<file path="config.mk">
export PLATFORM = sky130hd
export DESIGN_NAME = dst_ram_ctrl_flat
export DESIGN_NICKNAME = d
export VERILOG_FILES = /design/src/rtl/graph_dst_pkg.sv /design/src/rtl/dst_ram_ctrl_if.sv /design/src/rtl/dst_rd_fifo.sv /design/src/rtl/dst_ram_ctrl.sv /design/src/flat_wrapper.sv
export SDC_FILE = /design/constraint.sdc
export NUM_CORES = 1
export LEC_CHECK = 0
export CAP_MARGIN = 10
export CORE_ASPECT_RATIO = 0.7
export CORE_MARGIN = 2
export CORE_UTILIZATION = 48
export CTS_BUF_LIST = sky130_fd_sc_hd__clkbuf_8 sky130_fd_sc_hd__clkbuf_16
export CTS_CLUSTER_SIZE = 40
export DETAILED_ROUTE_END_ITERATION = 8
export PLACE_DENSITY = 0.78
export SYNTH_ARGS = -nofsm -noshare
export SYNTH_HDL_FRONTEND = slang
export SYNTH_HIERARCHICAL = 1
export SYNTH_SLANG_ARGS = --single-unit
</file>
<file path="constraint.sdc">
create_clock -name clk -period 9.1 [get_ports clk]
set_input_delay 1.365 -clock clk [delete_from_list [all_inputs] [get_ports clk]]
set_output_delay 1.365 -clock clk [all_outputs]
set_load 0.01 [all_outputs]
</file>
<file path="src/rtl/graph_dst_pkg.sv">
// graph_dst_pkg: shared definitions for the destination-vertex RAM controller.
// Contents:
//   DEF_ADDR_W / DEF_DATA_W : default RAM address / word widths
//   MODE_*                  : ram_mode encodings understood by uram_read_write
//   state_t                 : controller FSM state encoding
package graph_dst_pkg;

  localparam int DEF_ADDR_W = 16;
  localparam int DEF_DATA_W = 72;

  localparam logic [2:0] MODE_IDLE = 3'b000;
  localparam logic [2:0] MODE_INIT = 3'b001;
  localparam logic [2:0] MODE_UPD  = 3'b010;
  localparam logic [2:0] MODE_READ = 3'b011;

  typedef enum logic [2:0] {
    ST_IDLE,
    ST_INIT,
    ST_UPDATE,
    ST_DRAIN,
    ST_READ,
    ST_FLUSH
  } state_t;

endpackage

</file>
<file path="src/rtl/dst_ram_ctrl_if.sv">
// dst_ram_ctrl_if: mode/address/data port of the destination-vertex URAM wrapper.
// Signals:
//   ram_mode  : operation select (MODE_* from graph_dst_pkg)
//   ram_valid : port valid
//   ram_addra / ram_dina : port A address / data
//   ram_addrb / ram_dinb : port B address / data
//   ram_douta : read data, returned a fixed latency after ram_addra
// Modports: master = controller side, slave = RAM wrapper side.
interface dst_ram_ctrl_if
  import graph_dst_pkg::*;
#(
  parameter int ADDR_W = DEF_ADDR_W,
  parameter int DATA_W = DEF_DATA_W
);

  logic [2:0]        ram_mode;
  logic              ram_valid;
  logic [ADDR_W-1:0] ram_addra;
  logic [DATA_W-1:0] ram_dina;
  logic [ADDR_W-1:0] ram_addrb;
  logic [DATA_W-1:0] ram_dinb;
  logic [DATA_W-1:0] ram_douta;

  modport master (
    output ram_mode, ram_valid, ram_addra, ram_dina, ram_addrb, ram_dinb,
    input  ram_douta
  );

  modport slave (
    input  ram_mode, ram_valid, ram_addra, ram_dina, ram_addrb, ram_dinb,
    output ram_douta
  );

endinterface

</file>
<file path="src/rtl/dst_rd_fifo.sv">
// dst_rd_fifo: small synchronous FIFO holding {address, data} read-out beats.
// Ports:
//   clk, rst      : clock, synchronous active-high reset (empties the FIFO)
//   push, din     : write side (ignored when full)
//   pop, dout     : read side; dout shows the head entry whenever not empty
//   count         : current occupancy
//   full, empty   : status flags
module dst_rd_fifo #(
  parameter int WIDTH = 8,
  parameter int DEPTH = 3,
  parameter int CW    = $clog2(DEPTH + 1)
) (
  input  logic             clk,
  input  logic             rst,
  input  logic             push,
  input  logic [WIDTH-1:0] din,
  input  logic             pop,
  output logic [WIDTH-1:0] dout,
  output logic [CW-1:0]    count,
  output logic             full,
  output logic             empty
);

  localparam int PW = (DEPTH > 1) ? $clog2(DEPTH) : 1;

  logic [WIDTH-1:0] mem [DEPTH];
  logic [PW-1:0]    wr_ptr;
  logic [PW-1:0]    rd_ptr;
  logic [CW-1:0]    cnt;
  logic             do_push;
  logic             do_pop;

  // Depth need not be a power of two, so pointers wrap explicitly.
  function automatic logic [PW-1:0] bump(input logic [PW-1:0] p);
    return (p == PW'(DEPTH - 1)) ? '0 : p + PW'(1);
  endfunction

  assign do_push = push && !full;
  assign do_pop  = pop && !empty;

  always_ff @(posedge clk) begin
    if (do_push) mem[wr_ptr] <= din;
  end

  always_ff @(posedge clk) begin
    if (rst) begin
      wr_ptr <= '0;
      rd_ptr <= '0;
      cnt    <= '0;
    end else begin
      if (do_push) wr_ptr <= bump(wr_ptr);
      if (do_pop)  rd_ptr <= bump(rd_ptr);
      case ({do_push, do_pop})
        2'b10:   cnt <= cnt + CW'(1);
        2'b01:   cnt <= cnt - CW'(1);
        default: cnt <= cnt;
      endcase
    end
  end

  assign dout  = mem[rd_ptr];
  assign count = cnt;
  assign empty = (cnt == '0);
  assign full  = (cnt == CW'(DEPTH));

endmodule

</file>
<file path="src/rtl/dst_ram_ctrl.sv">
// dst_ram_ctrl: sequencer for the destination-vertex URAM wrapper.
// Phases: INIT (bulk fill, two entries per cycle), UPDATE (accumulate stream
// with same-address hazard bubbles) + DRAIN, READ (ordered read-out through a
// small FIFO with backpressure) + FLUSH.
// Ports:
//   clk, rst                 : clock, synchronous active-high reset
//   start_init, init_value   : begin INIT, fill value
//   start_upd, upd_*         : begin UPDATE, valid/ready update stream
//   start_read, out_*        : begin READ, valid/ready result stream
//   busy, done               : FSM not idle, one-cycle end-of-phase pulse
//   ram                      : RAM port (dst_ram_ctrl_if.master), registered
//   perf_upd_cnt, perf_stall_cnt : performance counters
// Optional feature macro: DST_RAM_CTRL_PERF_EN enables the perf counters;
// without it both perf ports are tied to zero.
module dst_ram_ctrl
  import graph_dst_pkg::*;
#(
  parameter int ADDR_W      = DEF_ADDR_W,
  parameter int DATA_W      = DEF_DATA_W,
  parameter int NUM_ENTRIES = 65536,
  parameter int RD_LAT      = 1
) (
  input  logic              clk,
  input  logic              rst,
  input  logic              start_init,
  input  logic [DATA_W-1:0] init_value,
  input  logic              start_upd,
  input  logic              upd_valid,
  output logic              upd_ready,
  input  logic [ADDR_W-1:0] upd_addr,
  input  logic [DATA_W-1:0] upd_data,
  input  logic              upd_last,
  input  logic              start_read,
  output logic              out_valid,
  input  logic              out_ready,
  output logic [ADDR_W-1:0] out_addr,
  output logic [DATA_W-1:0] out_data,
  output logic              out_last,
  output logic              busy,
  output logic              done,
  dst_ram_ctrl_if.master    ram,
  output logic [31:0]       perf_upd_cnt,
  output logic [31:0]       perf_stall_cnt
);

  localparam int DEPTH = RD_LAT + 2;
  localparam int CW    = $clog2(DEPTH + 1);
  localparam int FW    = ADDR_W + DATA_W;
  localparam logic [ADDR_W-1:0] LAST_ADDR = ADDR_W'(NUM_ENTRIES - 1);
  localparam logic [ADDR_W-1:0] LAST_PAIR = ADDR_W'(NUM_ENTRIES - 2);

  state_t            state;
  logic [ADDR_W-1:0] ptr;
  logic [ADDR_W-1:0] prev_addr;
  logic              prev_acc;
  logic              done_q;
  logic              hazard;
  logic              upd_accept;
  logic              issue;
  logic [RD_LAT:0]   pipe_v;
  logic [ADDR_W-1:0] pipe_a [RD_LAT+1];
  logic [CW-1:0]     inflight;
  logic [CW:0]       outstanding;
  logic [CW-1:0]     fifo_count;
  logic              fifo_full;
  logic              fifo_empty;
  logic [FW-1:0]     fifo_dout;
  logic              pop;

  // A beat hitting the address accepted on the previous cycle would read the
  // RAM before that write commits, so it is held off for one bubble cycle.
  assign hazard     = prev_acc && (upd_addr == prev_addr);
  assign upd_ready  = !rst && (state == ST_UPDATE) && !hazard;
  assign upd_accept = upd_valid && upd_ready;

  // Reads are only issued when every outstanding beat is guaranteed a FIFO
  // slot, which is what makes the read path immune to out_ready patterns.
  always_comb begin
    inflight = '0;
    for (int i = 0; i <= RD_LAT; i++) inflight = inflight + CW'(pipe_v[i]);
  end

  assign outstanding = {1'b0, fifo_count} + {1'b0, inflight};
  assign issue = (state == ST_READ) && !fifo_full && (outstanding < (CW+1)'(DEPTH));

  // Stage i marks a read whose address has been on the port for i cycles;
  // the last stage lines up with valid ram_douta.
  always_ff @(posedge clk) begin
    if (rst) pipe_v <= '0;
    else begin
      pipe_v[0] <= issue;
      for (int i = 1; i <= RD_LAT; i++) pipe_v[i] <= pipe_v[i-1];
    end
  end

  always_ff @(posedge clk) begin
    pipe_a[0] <= ptr;
    for (int i = 1; i <= RD_LAT; i++) pipe_a[i] <= pipe_a[i-1];
  end

  dst_rd_fifo #(
    .WIDTH (FW),
    .DEPTH (DEPTH),
    .CW    (CW)
  ) u_rd_fifo (
    .clk   (clk),
    .rst   (rst),
    .push  (pipe_v[RD_LAT]),
    .din   ({pipe_a[RD_LAT], ram.ram_douta}),
    .pop   (pop),
    .dout  (fifo_dout),
    .count (fifo_count),
    .full  (fifo_full),
    .empty (fifo_empty)
  );

  assign out_valid = !fifo_empty;
  assign out_addr  = fifo_dout[FW-1 -: ADDR_W];
  assign out_data  = fifo_dout[DATA_W-1:0];
  assign out_last  = out_valid && (out_addr == LAST_ADDR);
  assign pop       = out_valid && out_ready;
  assign busy      = (state != ST_IDLE);
  assign done      = done_q;

  // Main sequencer; all RAM port signals are registered here. ptr is the
  // INIT pair address k in INIT and the read pointer r in READ.
  always_ff @(posedge clk) begin
    if (rst) begin
      state         <= ST_IDLE;
      ptr           <= '0;
      prev_addr     <= '0;
      prev_acc      <= 1'b0;
      done_q        <= 1'b0;
      ram.ram_mode  <= MODE_IDLE;
      ram.ram_valid <= 1'b0;
      ram.ram_addra <= '0;
      ram.ram_dina  <= '0;
      ram.ram_addrb <= '0;
      ram.ram_dinb  <= '0;
    end else begin
      done_q        <= 1'b0;
      prev_acc      <= 1'b0;
      ram.ram_mode  <= MODE_IDLE;
      ram.ram_valid <= 1'b0;
      unique case (state)
        ST_IDLE: begin
          if (start_init) begin
            state <= ST_INIT;
            ptr   <= '0;
          end else if (start_upd) begin
            state <= ST_UPDATE;
          end else if (start_read) begin
            state <= ST_READ;
            ptr   <= '0;
          end
        end
        ST_INIT: begin
          ram.ram_mode  <= MODE_INIT;
          ram.ram_valid <= 1'b1;
          ram.ram_addra <= ptr;
          ram.ram_addrb <= ptr + ADDR_W'(1);
          ram.ram_dina  <= init_value;
          ram.ram_dinb  <= init_value;
          ptr           <= ptr + ADDR_W'(2);
          if (ptr == LAST_PAIR) begin
            state  <= ST_IDLE;
            done_q <= 1'b1;
          end
        end
        ST_UPDATE: begin
          // Valid with mode 000 on idle cycles commits any pending write.
          ram.ram_valid <= 1'b1;
          if (upd_accept) begin
            ram.ram_mode  <= MODE_UPD;
            ram.ram_addra <= upd_addr;
            ram.ram_addrb <= upd_addr;
            ram.ram_dina  <= upd_data;
            prev_addr     <= upd_addr;
            prev_acc      <= 1'b1;
            if (upd_last) state <= ST_DRAIN;
          end
        end
        ST_DRAIN: begin
          ram.ram_valid <= 1'b1;
          state         <= ST_IDLE;
          done_q        <= 1'b1;
        end
        ST_READ: begin
          if (issue) begin
            ram.ram_mode  <= MODE_READ;
            ram.ram_valid <= 1'b1;
            ram.ram_addra <= ptr;
            if (ptr == LAST_ADDR) state <= ST_FLUSH;
            else                  ptr   <= ptr + ADDR_W'(1);
          end
        end
        ST_FLUSH: begin
          if (pop && out_last) begin
            state  <= ST_IDLE;
            done_q <= 1'b1;
          end
        end
        default: state <= ST_IDLE;
      endcase
    end
  end

`ifdef DST_RAM_CTRL_PERF_EN
  logic bubble;

  assign bubble = (state == ST_UPDATE) && upd_valid && hazard;

  // Saturating counters, cleared at the start of every update phase.
  always_ff @(posedge clk) begin
    if (rst || start_upd) begin
      perf_upd_cnt   <= '0;
      perf_stall_cnt <= '0;
    end else begin
      if (upd_accept && (perf_upd_cnt != '1))
        perf_upd_cnt <= perf_upd_cnt + 32'd1;
      if (bubble && (perf_stall_cnt != '1))
        perf_stall_cnt <= perf_stall_cnt + 32'd1;
    end
  end
`else
  assign perf_upd_cnt   = '0;
  assign perf_stall_cnt = '0;
`endif

endmodule

</file>
<file path="src/flat_wrapper.sv">
// flat-port wrapper written by rule: the top's interface ports become plain ports
module dst_ram_ctrl_flat import graph_dst_pkg::*;
#(
  parameter int ADDR_W      = DEF_ADDR_W,
  parameter int DATA_W      = DEF_DATA_W,
  parameter int NUM_ENTRIES = 65536,
  parameter int RD_LAT      = 1
)
  (clk, rst, start_init, init_value, start_upd, upd_valid, upd_ready, upd_addr, upd_data, upd_last, start_read, out_valid, out_ready, out_addr, out_data, out_last, busy, done, perf_upd_cnt, perf_stall_cnt, ram_ram_mode, ram_ram_valid, ram_ram_addra, ram_ram_dina, ram_ram_addrb, ram_ram_dinb, ram_ram_douta);
  dst_ram_ctrl_if #(.ADDR_W(ADDR_W), .DATA_W(DATA_W)) ram_i ();
  input  logic clk;
  input  logic rst;
  input  logic start_init;
  input  logic [DATA_W-1:0] init_value;
  input  logic start_upd;
  input  logic upd_valid;
  output logic upd_ready;
  input  logic [ADDR_W-1:0] upd_addr;
  input  logic [DATA_W-1:0] upd_data;
  input  logic upd_last;
  input  logic start_read;
  output logic out_valid;
  input  logic out_ready;
  output logic [ADDR_W-1:0] out_addr;
  output logic [DATA_W-1:0] out_data;
  output logic out_last;
  output logic busy;
  output logic done;
  output logic [31:0] perf_upd_cnt;
  output logic [31:0] perf_stall_cnt;
  output wire logic [$bits(ram_i.ram_mode)-1:0] ram_ram_mode;
  output wire logic [$bits(ram_i.ram_valid)-1:0] ram_ram_valid;
  output wire logic [$bits(ram_i.ram_addra)-1:0] ram_ram_addra;
  output wire logic [$bits(ram_i.ram_dina)-1:0] ram_ram_dina;
  output wire logic [$bits(ram_i.ram_addrb)-1:0] ram_ram_addrb;
  output wire logic [$bits(ram_i.ram_dinb)-1:0] ram_ram_dinb;
  input wire logic [$bits(ram_i.ram_douta)-1:0] ram_ram_douta;
  assign ram_ram_mode = ram_i.ram_mode;
  assign ram_ram_valid = ram_i.ram_valid;
  assign ram_ram_addra = ram_i.ram_addra;
  assign ram_ram_dina = ram_i.ram_dina;
  assign ram_ram_addrb = ram_i.ram_addrb;
  assign ram_ram_dinb = ram_i.ram_dinb;
  assign ram_i.ram_douta = ram_ram_douta;
  dst_ram_ctrl #(.ADDR_W(ADDR_W), .DATA_W(DATA_W), .NUM_ENTRIES(NUM_ENTRIES), .RD_LAT(RD_LAT)) u_core (.clk(clk), .rst(rst), .start_init(start_init), .init_value(init_value), .start_upd(start_upd), .upd_valid(upd_valid), .upd_ready(upd_ready), .upd_addr(upd_addr), .upd_data(upd_data), .upd_last(upd_last), .start_read(start_read), .out_valid(out_valid), .out_ready(out_ready), .out_addr(out_addr), .out_data(out_data), .out_last(out_last), .busy(busy), .done(done), .ram(ram_i), .perf_upd_cnt(perf_upd_cnt), .perf_stall_cnt(perf_stall_cnt));
endmodule
</file>
Yosys cells after proc, flatten, opt, wreduce, memory -nomap -nowiden
Memories as Yosys holds them, arrays and structs flattened. A register that Yosys moved wholly into a read port is not among the register bits.
Cells that the tools add are included.
{"block": "classes", "addsub": 8, "multipliers": 0, "div": 0, "n_lt_le_gt_ge": 1, "eq_ne": 24, "n_shift": 0, "muxes": 38, "bitwise": 1, "n_reduce_logical": 29}
{"cell": "72-bit case mux with 2 select lines", "count": 1}
{"cell": "16-bit two-way mux", "count": 7}
{"cell": "16-bit case mux with 3 select lines", "count": 2}
{"cell": "72-bit two-way mux", "count": 1}
{"cell": "16-bit equality test (second input constant)", "count": 3}
{"cell": "16-bit case mux with 2 select lines", "count": 1}
{"cell": "3-bit two-way mux", "count": 9}
{"cell": "16-bit by 1-bit adder with 16-bit output (second input constant)", "count": 1}
{"cell": "16-bit by 2-bit adder with 16-bit output (second input constant)", "count": 1}
{"cell": "16-bit equality test", "count": 1}
{"cell": "3-bit case mux with 5 select lines", "count": 1}
{"cell": "2-bit two-way mux", "count": 6}
{"cell": "1-bit logical AND", "count": 11}
{"cell": "3-bit case mux with 3 select lines", "count": 1}
{"cell": "3-bit nonzero test", "count": 3}
{"cell": "2-bit equality test (second input constant)", "count": 4}
{"cell": "2-bit by 1-bit != test with 1-bit output (second input constant)", "count": 4}
{"cell": "7-bit AND reduction", "count": 1}
{"cell": "2-bit by 1-bit adder with 2-bit output (second input constant)", "count": 3}
{"cell": "3-bit by 2-bit equality test with 1-bit output (second input constant)", "count": 2}
{"cell": "3-bit equality test (second input constant)", "count": 2}
{"cell": "1-bit two-way mux", "count": 6}
{"cell": "2-bit != test (second input constant)", "count": 3}
{"cell": "3-bit != test (second input constant)", "count": 2}
{"cell": "20 further kinds", "count": 25}
{"block": "totals", "register_bits": 225, "latch_bits": 0, "mem_bits_rw": 296, "mem_bits_ro": 0, "in_bits": 240, "wordCells": 118, "n_memories": 2}
{"memory": "u_core.u_rd_fifo.mem", "depth": 3, "width": 88, "rd": 1, "rd_ports_with_merged_regs": 1, "wr": 1, "line": "dst_rd_fifo.sv:26", "text": "logic [WIDTH-1:0] mem [DEPTH];"}
{"memory": "u_core.pipe_a", "depth": 2, "width": 16, "rd": 2, "rd_ports_with_merged_regs": 0, "wr": 2, "line": "dst_ram_ctrl.sv:61", "text": "logic [ADDR_W-1:0] pipe_a [RD_LAT+1];"}

Longest topological paths before layout
Gate-level depths: netlist of the first run.
{"block": "depth", "word_depth": 7, "mapped_depth": 10, "depth_no_buf": 8}

Cells and area by module
The synthesis of the first run kept the hierarchy.
{"module": "dst_ram_ctrl", "n_inst": 1, "cells_per_inst": 1334, "area_each_um2": 10921.7, "seq_area_each_um2": 5004.8}
{"module": "dst_rd_fifo", "n_inst": 1, "cells_per_inst": 591, "area_each_um2": 10043.4, "seq_area_each_um2": 8087.8}

Worst setup path after synthesis of the first run
Ideal clock, no wire load.
{"block": "synth_timing", "path_kind": "register -> register", "startpoint": "register u_core.u_rd_fifo.cnt[0] (netlist: u_core/u_rd_fifo/count[0])", "endpoint": "register u_core.u_rd_fifo.wr_ptr[1]", "setup_time_ps": 87, "arrival_time_ps": 7786, "path_slack_ps": 1227, "path_stages_with_launch": 4, "path_buffers": 0, "period_less_slack_ps": 7873, "cell_sequence": "dfxtp_1 > a21bo_2 > nor3b_1 > o21ba_2"}
{"block": "synth_via", "elab_chain_len": 3}
{"element": "start, declared", "line": "dst_rd_fifo.sv:29", "text": "logic [CW-1:0] cnt;"}
{"element": "start signal, assigned", "line": "dst_rd_fifo.sv:54", "text": "2'b10: cnt <= cnt + CW'(1);"}
{"element": "start signal, assigned", "line": "dst_rd_fifo.sv:55", "text": "2'b01: cnt <= cnt - CW'(1);"}
{"element": "start signal, assigned", "line": "dst_rd_fifo.sv:56", "text": "default: cnt <= cnt;"}
{"element": "2-bit equality test", "line": "dst_rd_fifo.sv:64", "text": "assign full = (cnt == CW'(DEPTH));"}
{"element": "1-bit logical NOT", "line": "dst_rd_fifo.sv:38", "text": "assign do_push = push && !full;"}
{"element": "1-bit logical AND", "line": "dst_rd_fifo.sv:38"}
{"element": "end signal, assigned", "line": "dst_rd_fifo.sv:51", "text": "if (do_push) wr_ptr <= bump(wr_ptr);"}
{"element": "end, declared", "line": "dst_rd_fifo.sv:27", "text": "logic [PW-1:0] wr_ptr;"}
Every way passes these cells.
A chain may end at the register's enable or synchronous reset.

==> results of run 1 <==
-- worst max path at each step --
stage	start	to	slack (ns)	depth (start not counted)
finish	register	out_last	3.66	7
global placement	register	out_last	4.26	7
CTS	register	out_last	3.62	7
detailed placement	register	out_last	4.26	7
floorplan	u_core/u_rd_fifo/count[0]	u_core/u_rd_fifo/wr_ptr[1]	1.23	3
global route	register	out_last	3.46	7
-- cell families after synthesis --
| group | synth area share |
|---|---|
| AND/OR/NAND/NOR | 0.138 |
| flip-flops | 0.624 |
| AO/OA/AOI/OAI | 0.112 |
| buffers and inverters | 0.0585 |
| multiplexers | 0.0501 |
| XOR/XNOR | 0.0134 |
| adder cells (fa/ha/maj) | 0.00394 |
| other | 0.000179 |
-- worst register-to-register path: stages, from the launching register on --
cell	delay, ns
dfxtp_1	0.68
nor3b_4	0.27
buf_4	0.85
nand3_2	0.34
a21o_4	0.34
clkinv_2	0.15
buf_4	0.82
nor3_1	0.27
a311oi_1	0.35
-- stage by stage --
stage          hold WS, ns  cells  power [mW]   util  instance area, um2
2_1_floorplan        0.310   1989        3.83      -               21200
3_3_place_gp         0.314   2894        4.64  0.600               26000
3_5_place_dp         0.312   2894        4.69  0.600               26000
4_1_cts              0.325   2985        6.86  0.640               27800
5_1_grt              0.330   2990        7.11  0.640               27800
6_report             0.324   2994        6.83  0.640               27800
-- power by group through the flow --
stage | sequential [mW] | combinational [mW] | clock, mW
floorplan | 3.01 | 0.813 | 0
global placement | 2.93 | 1.71 | 0
detailed placement | 2.95 | 1.74 | 0
CTS | 2.90 | 1.76 | 2.20
global route | 2.93 | 1.89 | 2.29
finish | 2.90 | 1.77 | 2.16
-- layout make-up --
| cell class | count | area (um2) | share of cell area |
|---|---|---|---|
| inverter | 9 | 36.3 | 0.00131 |
| tap | 594 | 743 | 0.0267 |
| clock buffer | 59 | 1420 | 0.0511 |
| multi-input combinational | 1243 | 6930 | 0.249 |
| sequential | 522 | 13100 | 0.471 |
| clock inverter | 32 | 315 | 0.0113 |
| antenna | 9 | 22.5 | 0.000810 |
| timing repair buffer | 526 | 5230 | 0.188 |
-- state kept, by name, indices dropped and copies added, names as in the netlist, 3 cells and up, named ones only --
signal / flops
u_core/state: 3
u_core/pipe_a: 32
u_core/ram.ram_addrb: 16
u_core/prev_addr: 16
u_core/ram.ram_dinb: 72
u_core/ptr: 16
u_core/u_rd_fifo/mem: 264
u_core/ram.ram_addra: 16
u_core/ram.ram_dina: 72
-- synthesized netlist by cell type, types with 3 or more instances --
library cell	count
nand2_1	442
edfxtp_1	264
dfxtp_1	258
o21ai_0	123
mux2i_1	105
a21oi_1	95
a311oi_1	92
clkbuf_1	90
nor3_1	84
buf_4	73
nor2_1	65
buf_2	40
xnor2_1	23
nand4_1	14
and4_1	10
nand3_1	10
a211oi_1	9
a31o_2	9
nor4_1	9
xor2_1	9
buf_6	8
inv_1	8
a31oi_1	6
o21a_1	6
or3_1	6
a22oi_1	5
ha_1	5
nor2b_1	5
o221ai_1	4
buf_1	3
o22ai_1	3
or2_2	3
-- layer usage --
layer | global-route usage | vias to the layer above | share of wire
met5 | 0 | - | 0.00020
met4 | 0.0804 | 2 | 0.028
met3 | 0.0817 | 122 | 0.10
met2 | 0.421 | 768 | 0.47
met1 | 0.351 | 7931 | 0.40
li1 | - | 7613 | -
==> insert_results.sql, run 1 <==
INSERT INTO impl_metrics (metric_group, metric, value, unit) VALUES
('sta', 'worst_relative_slew_slack', '0.191', ''),
('power', 'power.clock.fraction', '0.316', ''),
('sta', 'fmaxAchievable', '184', 'MHz'),
('cts', 'post_cts_buffers', '0', ''),
('power', 'peakVddDrop', '0.242', 'mV'),
('power', 'power.share.sequential', '0.425', ''),
('die', 'effective_utilization_at_floorplan', '0.483', ''),
('logic_synthesis', 'netlist_instances', '1925', ''),
('die', 'num_io_pins', '577', ''),
('power', 'total_power_density_per_cell_area', '246', 'nW/um2'),
('logic_synthesis', 'yosys.area.top_type_share', '0.378', ''),
('layout', 'final_cell_mix', 'clkdlybuf4s50_1, nand2_1, edfxtp_1, dfxtp_1, o21ai_0', ''),
('setup_path', 'r2r-end', 'u_core/ram.ram_dina[31]', ''),
('worst_hold_path', 'hold_path_class', 'register to register', ''),
('sta', 'period_needed', '5.44', 'ns'),
('layout', 'fillers', '3395', ''),
('global_routing', 'antenna_found_initial', '8', ''),
('sta', 'final.setup.tns', '0', 'ns'),
('cts', 'worst_setup_hold_path_clk_slew', '0.07', 'ns'),
('run_status', 'outcome', 'completed', ''),
('setup_path', 'timing.critical_path.to_type', 'primary output', ''),
('setup_path', 'regToRegSetupSlack', '4.92', 'ns'),
('logic_synthesis', 'number_of_unique_standard_cell_types_used_by_synthesis', '66', ''),
('power', 'intPower', '4.77', 'mW'),
('cts', 'numCtsBuffers', '50', ''),
('logic_synthesis', 'ys_async_sr_fraction', '0', ''),
('setup_path', 'required', '7.74', 'ns'),
('sta', 'final.period_utilization', '0.598', ''),
('detailed_routing', 'detailedRoute.firstPassIterationCount', '6', ''),
('sta', 'worst_clock_skew', '0.0247', 'ns'),
('global_routing', 'grt_pass1_vias', '15300', ''),
('cts', 'number_of_resized_instances_in_the_post_cts_repair_step', '0', ''),
('setup_path', 'kind_of_cell_adding_the_most_delay_to_the_critical_path', 'buffers and inverters', ''),
('power', 'leakage', '9.20', 'nW'),
('die', 'rows', '64', ''),
('layout', 'final_common_cell', 'clkdlybuf4s50_1', ''),
('logic_synthesis', 'synth.top_cells.by_area', 'edfxtp_1, dfxtp_1, nand2_1', ''),
('power', 'power.share.switching', '0.302', ''),
('sta', 'timing.final.ws_setup', '3.66', 'ns'),
('worst_hold_path', 'whs_endpoint', 'u_core/pipe_a[0][17]', ''),
('worst_hold_path', 'holdCritStartpoint', 'u_core/pipe_a[0][1]', ''),
('die', 'die_width', '254', 'um'),
('cts', 'cts_root_buf', 'clkbuf_16', ''),
('logic_synthesis', 'ys.warnings.count', '6', ''),
('logic_synthesis', 'synth_register_bits', '522', ''),
('placed_design', 'globalplace.congestion', '0.934', ''),
('sta', 'setup_violations', '0', ''),
('logic_synthesis', 'synth_edf_count', '264', ''),
('setup_path', 'worst_setup_path_start_kind', 'register', ''),
('setup_path', 'worst_r2r_startpoint', 'u_core/state[1]', ''),
('die', 'dieArea', '45400', 'um2'),
('setup_path', 'critical_path_peak_fanout', '56', ''),
('setup_path', 'timing_worst_setup_path_type', 'register to primary output', ''),
('setup_path', 'path_cells', 'buf_4 > mux2i_1 > o21ai_0 > nand4_1 > nor4_1 > and4_1 > clkdlybuf4s50_1', ''),
('placed_design', 'detailedPlace.worstSlack', '4.26', 'ns'),
('cts', 'worst_skew_pair.late_latency', '0.58', 'ns'),
('detailed_routing', 'vias_per_cell', '5.49', ''),
('detailed_routing', 'vias', '16400', ''),
('detailed_routing', 'drt_first_iter_violations', '1665', ''),
('detailed_routing', 'post_detailed_routing_wire_length', '63.6', 'mm'),
('setup_path', 'worst_path_largest_cell_delay', '1.05', 'ns'),
('global_routing', 'pin_count_of_the_biggest_net_entering_global_routing', '117', ''),
('sta', 'finalHoldViolations', '0', ''),
('layout', 'final_nets', '2598', ''),
('worst_hold_path', 'holdPathStages', '0', ''),
('die', 'core_region_area', '43400', 'um2'),
('job', 'max_capacitance_violation_count', '0', ''),
('logic_synthesis', 'synth_top_flop_cell', 'edfxtp_1', ''),
('logic_synthesis', 'synth_top_area_cell', 'edfxtp_1', ''),
('power', 'share_comb_of_total_power', '0.259', ''),
('detailed_routing', 'drtAntennaViolNets', '0', '');
Note: power is estimated with default switching activity, not from simulation.
==> run 2, diff against run 1 <==
- CORE_UTILIZATION: 48 -> 44
- PLACE_DENSITY: 0.78 -> 0.75
- clock period: 9.1 -> 4.5 ns (I/O delays scaled with it)
==> run 2 against run 1 <==
Compared with the run above: setup slack worse by 3.3 ns; non-clock buffer count is 3 higher; highest routed layer unchanged; clock skew is 0.0061 ns lower; critical path type unchanged.
==> insert_results.sql, run 2 (synthesis gave the netlist of run 1 again) <==
INSERT INTO impl_metrics (metric_group, metric, value, unit) VALUES
('run_status', 'outcome', 'completed', ''),
('setup_path', 'critical_path_peak_fanout', '113', ''),
('die', 'rows', '66', ''),
('placed_design', 'place.detailed.hpwl', '43.3', 'mm'),
('layout', 'fillers', '3784', ''),
('setup_path', 'worst_path_largest_cell_delay', '1.00', 'ns'),
('cts', 'clock_tree.buffer_depth', '3', ''),
('global_routing', 'grt_pass1_vias', '15800', ''),
('sta', 'period_needed', '4.15', 'ns'),
('die', 'dieArea', '49400', 'um2'),
('cts', 'worst_skew_pair.late_latency', '0.58', 'ns'),
('layout', 'final_core_utilization', '0.596', ''),
('power', 'peakVddDrop', '0.350', 'mV'),
('detailed_routing', 'post_detailed_routing_wire_length', '63.5', 'mm'),
('global_routing', 'gr-total-overflow', '0', ''),
('setup_path', 'timing_worst_setup_path_type', 'register to primary output', ''),
('job', 'max_capacitance_violation_count', '0', ''),
('die', 'die_height', '187', 'um'),
('die', 'die_width', '265', 'um'),
('cts', 'tritoncts_num_sinks', '522', ''),
('setup_path', 'path_cells', 'nand2_1 > o21ai_0 > nand4b_1 > nor4_1 > and4_1 > clkdlybuf4s50_1', ''),
('placed_design', 'numPortBuffers', '511', ''),
('global_routing', 'pin_count_of_the_biggest_net_entering_global_routing', '154', ''),
('worst_hold_path', 'holdCritStartpoint', 'u_core/pipe_a[0][11]', ''),
('cts', 'number_of_resized_instances_in_the_post_cts_repair_step', '0', ''),
('detailed_routing', 'drt_first_iter_violations', '1327', ''),
('sta', 'worst_relative_slew_slack', '0.238', ''),
('layout', 'storage_cell_area', '13100', 'um2'),
('layout', 'reg.largest.list', 'u_core/u_rd_fifo/mem x264, u_core/ram.ram_dina x72, u_core/ram.ram_dinb x72', ''),
('setup_path', 'regToRegSetupSlack', '1.18', 'ns'),
('setup_path', 'worst_setup_path_start_kind', 'register', ''),
('power', 'leakage', '9.22', 'nW'),
('layout', 'final_common_cell', 'clkdlybuf4s50_1', ''),
('layout', 'share_of_post_route_cells_with_drive_strength_above_1', '0.0559', ''),
('worst_hold_path', 'whs_endpoint', 'u_core/pipe_a[0][27]', ''),
('detailed_routing', 'vias_per_cell', '5.40', ''),
('placed_design', 'globalplace.congestion', '0.938', ''),
('detailed_routing', 'wl_per_cell', '21.0', 'um'),
('layout', 'flip_flop_count_of_the_largest_register_all_copies_and_words_added', '264', ''),
('die', 'effective_utilization_at_floorplan', '0.449', ''),
('global_routing', 'grt_use_total', '0.245', ''),
('sta', 'final.setup.tns', '0', 'ns'),
('global_routing', 'grt_first_pass_wirelength', '94.3', 'mm'),
('sta', 'timing.final.ws_setup', '0.347', 'ns'),
('sta', 'worst_clock_skew', '0.0187', 'ns'),
('setup_path', 'r2r-end', 'u_core/ram.ram_addra[3]', ''),
('setup_path', 'worst_r2r_startpoint', 'u_core/u_rd_fifo/count[0]', ''),
('sta', 'final.period_utilization', '0.923', ''),
('sta', 'fmaxAchievable', '241', 'MHz'),
('cts', 'post_cts_hold_buffer_count', '0', ''),
('detailed_routing', 'detailedRoute.firstPassIterationCount', '5', ''),
('sta', 'finalHoldViolations', '0', ''),
('cts', 'numCtsBuffers', '51', ''),
('setup_path', 'reg2regPathDepth', '9', ''),
('die', 'core_region_area', '46700', 'um2'),
('cts', 'post_cts_buffers', '0', ''),
('global_routing', 'antenna_found_initial', '18', ''),
('cts', 'ctsHtreeMaxLevel', '2', ''),
('die', 'num_io_pins', '577', ''),
('power', 'total_power_density_per_cell_area', '491', 'nW/um2'),
('detailed_routing', 'route.detailed.drc', '0', ''),
('layout', 'final_cell_mix', 'clkdlybuf4s50_1, nand2_1, edfxtp_1, dfxtp_1, o21ai_0', ''),
('setup_path', 'cp.arrival', '3.48', 'ns'),
('detailed_routing', 'vias', '16300', ''),
('detailed_routing', 'drtAntennaViolNets', '0', ''),
('setup_path', 'critPathSlowestCell', 'dfxtp_4', ''),
('sta', 'grt_setup_unrepaired', 'false', ''),
('cts', 'tritoncts', 'yes', ''),
('worst_hold_path', 'hold_path_class', 'register to register', ''),
('setup_path', 'required', '3.83', 'ns'),
('sta', 'max_slew.worst_pin.slew', '1.14', 'ns'),
('layout', 'final_nets', '2602', ''),
('worst_hold_path', 'holdPathStages', '0', ''),
('cts', 'worst_setup_hold_path_clk_slew', '0.07', 'ns'),
('sta', 'setup_violations', '0', ''),
('layout', 'area_growth_syn_to_layout', '32.9', '%'),
('setup_path', 'timing.critical_path.to_type', 'primary output', ''),
('layout', 'regMostFlops', 'u_core/u_rd_fifo/mem', ''),
('cts', 'cts_root_buf', 'clkbuf_16', ''),
('layout', 'multiInputGateArea', '6940', 'um2'),
('placed_design', 'detailedPlace.worstSlack', '0.744', 'ns'),
('sta', 'final-max-slew-violation-count', '0', '');
run 2: changes by cell type in the layout (fill, tap and decap cells not counted), sizes merged:
cell	before	now
diode	9	16
buf	16	19
bufinv	4	1
inv	21	25
clkbuf	59	61
run 2: critical path: cells and delay by family (launching register included):
family	cells	cell delay (ns)
DFF	1	1.00
and+or+nand+nor	4	1.04
AOI/OAI and AO/OA	1	0.18
buffers and inverters	1	0.60
run 2: worst max path at each step:
stage | from | endpoint | slack [ns] | cells after the start
final | register | out_last | 0.35 | 6
after global routing | register | out_last | 0.05 | 6
after CTS | register | out_last | 0.27 | 6
after detailed placement | upd_addr[13] | u_core/ram.ram_dina[8] | 0.74 | 9
after global placement | upd_addr[10] | u_core/ram.ram_dina[31] | 0.90 | 9
after floorplan | u_core/u_rd_fifo/count[0] | u_core/u_rd_fifo/mem[1][0] | 1.14 | 2
run 2: power by group:
| group | leakage (nW) | internal (mW) | switching [mW] |
|---|---|---|---|
| logic | 3.84 | 1.62 | 1.94 |
| clock network | 0.886 | 2.40 | 1.86 |
| registers | 4.49 | 5.52 | 0.342 |
run 2: area by class of cell:
| class | count | area share |
|---|---|---|
| clock inverters | 33 | 0.00786 |
| inverters | 9 | 0.00130 |
| well taps | 612 | 0.0275 |
| diodes | 16 | 0.00144 |
| flip-flops and latches | 522 | 0.470 |
| repair buffers | 529 | 0.190 |
| clock buffers | 61 | 0.0528 |
| multi-input cells | 1243 | 0.249 |
run 2: per-stage QoR:
| step | power, mW | std cells | hold slack [ns] | instance area (um2) |
|---|---|---|---|---|
| after global placement | 9.39 | 2915 | 0.310 | 26100 |
| after CTS | 13.8 | 3009 | 0.327 | 27800 |
| after floorplan | 7.74 | 1989 | 0.310 | 21200 |
| final | 13.7 | 3025 | 0.328 | 27900 |
| after detailed placement | 9.48 | 2915 | 0.312 | 26100 |
| after global routing | 14.3 | 3023 | 0.334 | 27900 |
run 2: per-layer routing:
metal | global-route usage | routed length, um
met1 | 0.322 | 26300
met4 | 0.113 | 2570
met5 | 0 | 40
met3 | 0.0732 | 5710
met2 | 0.376 | 29000
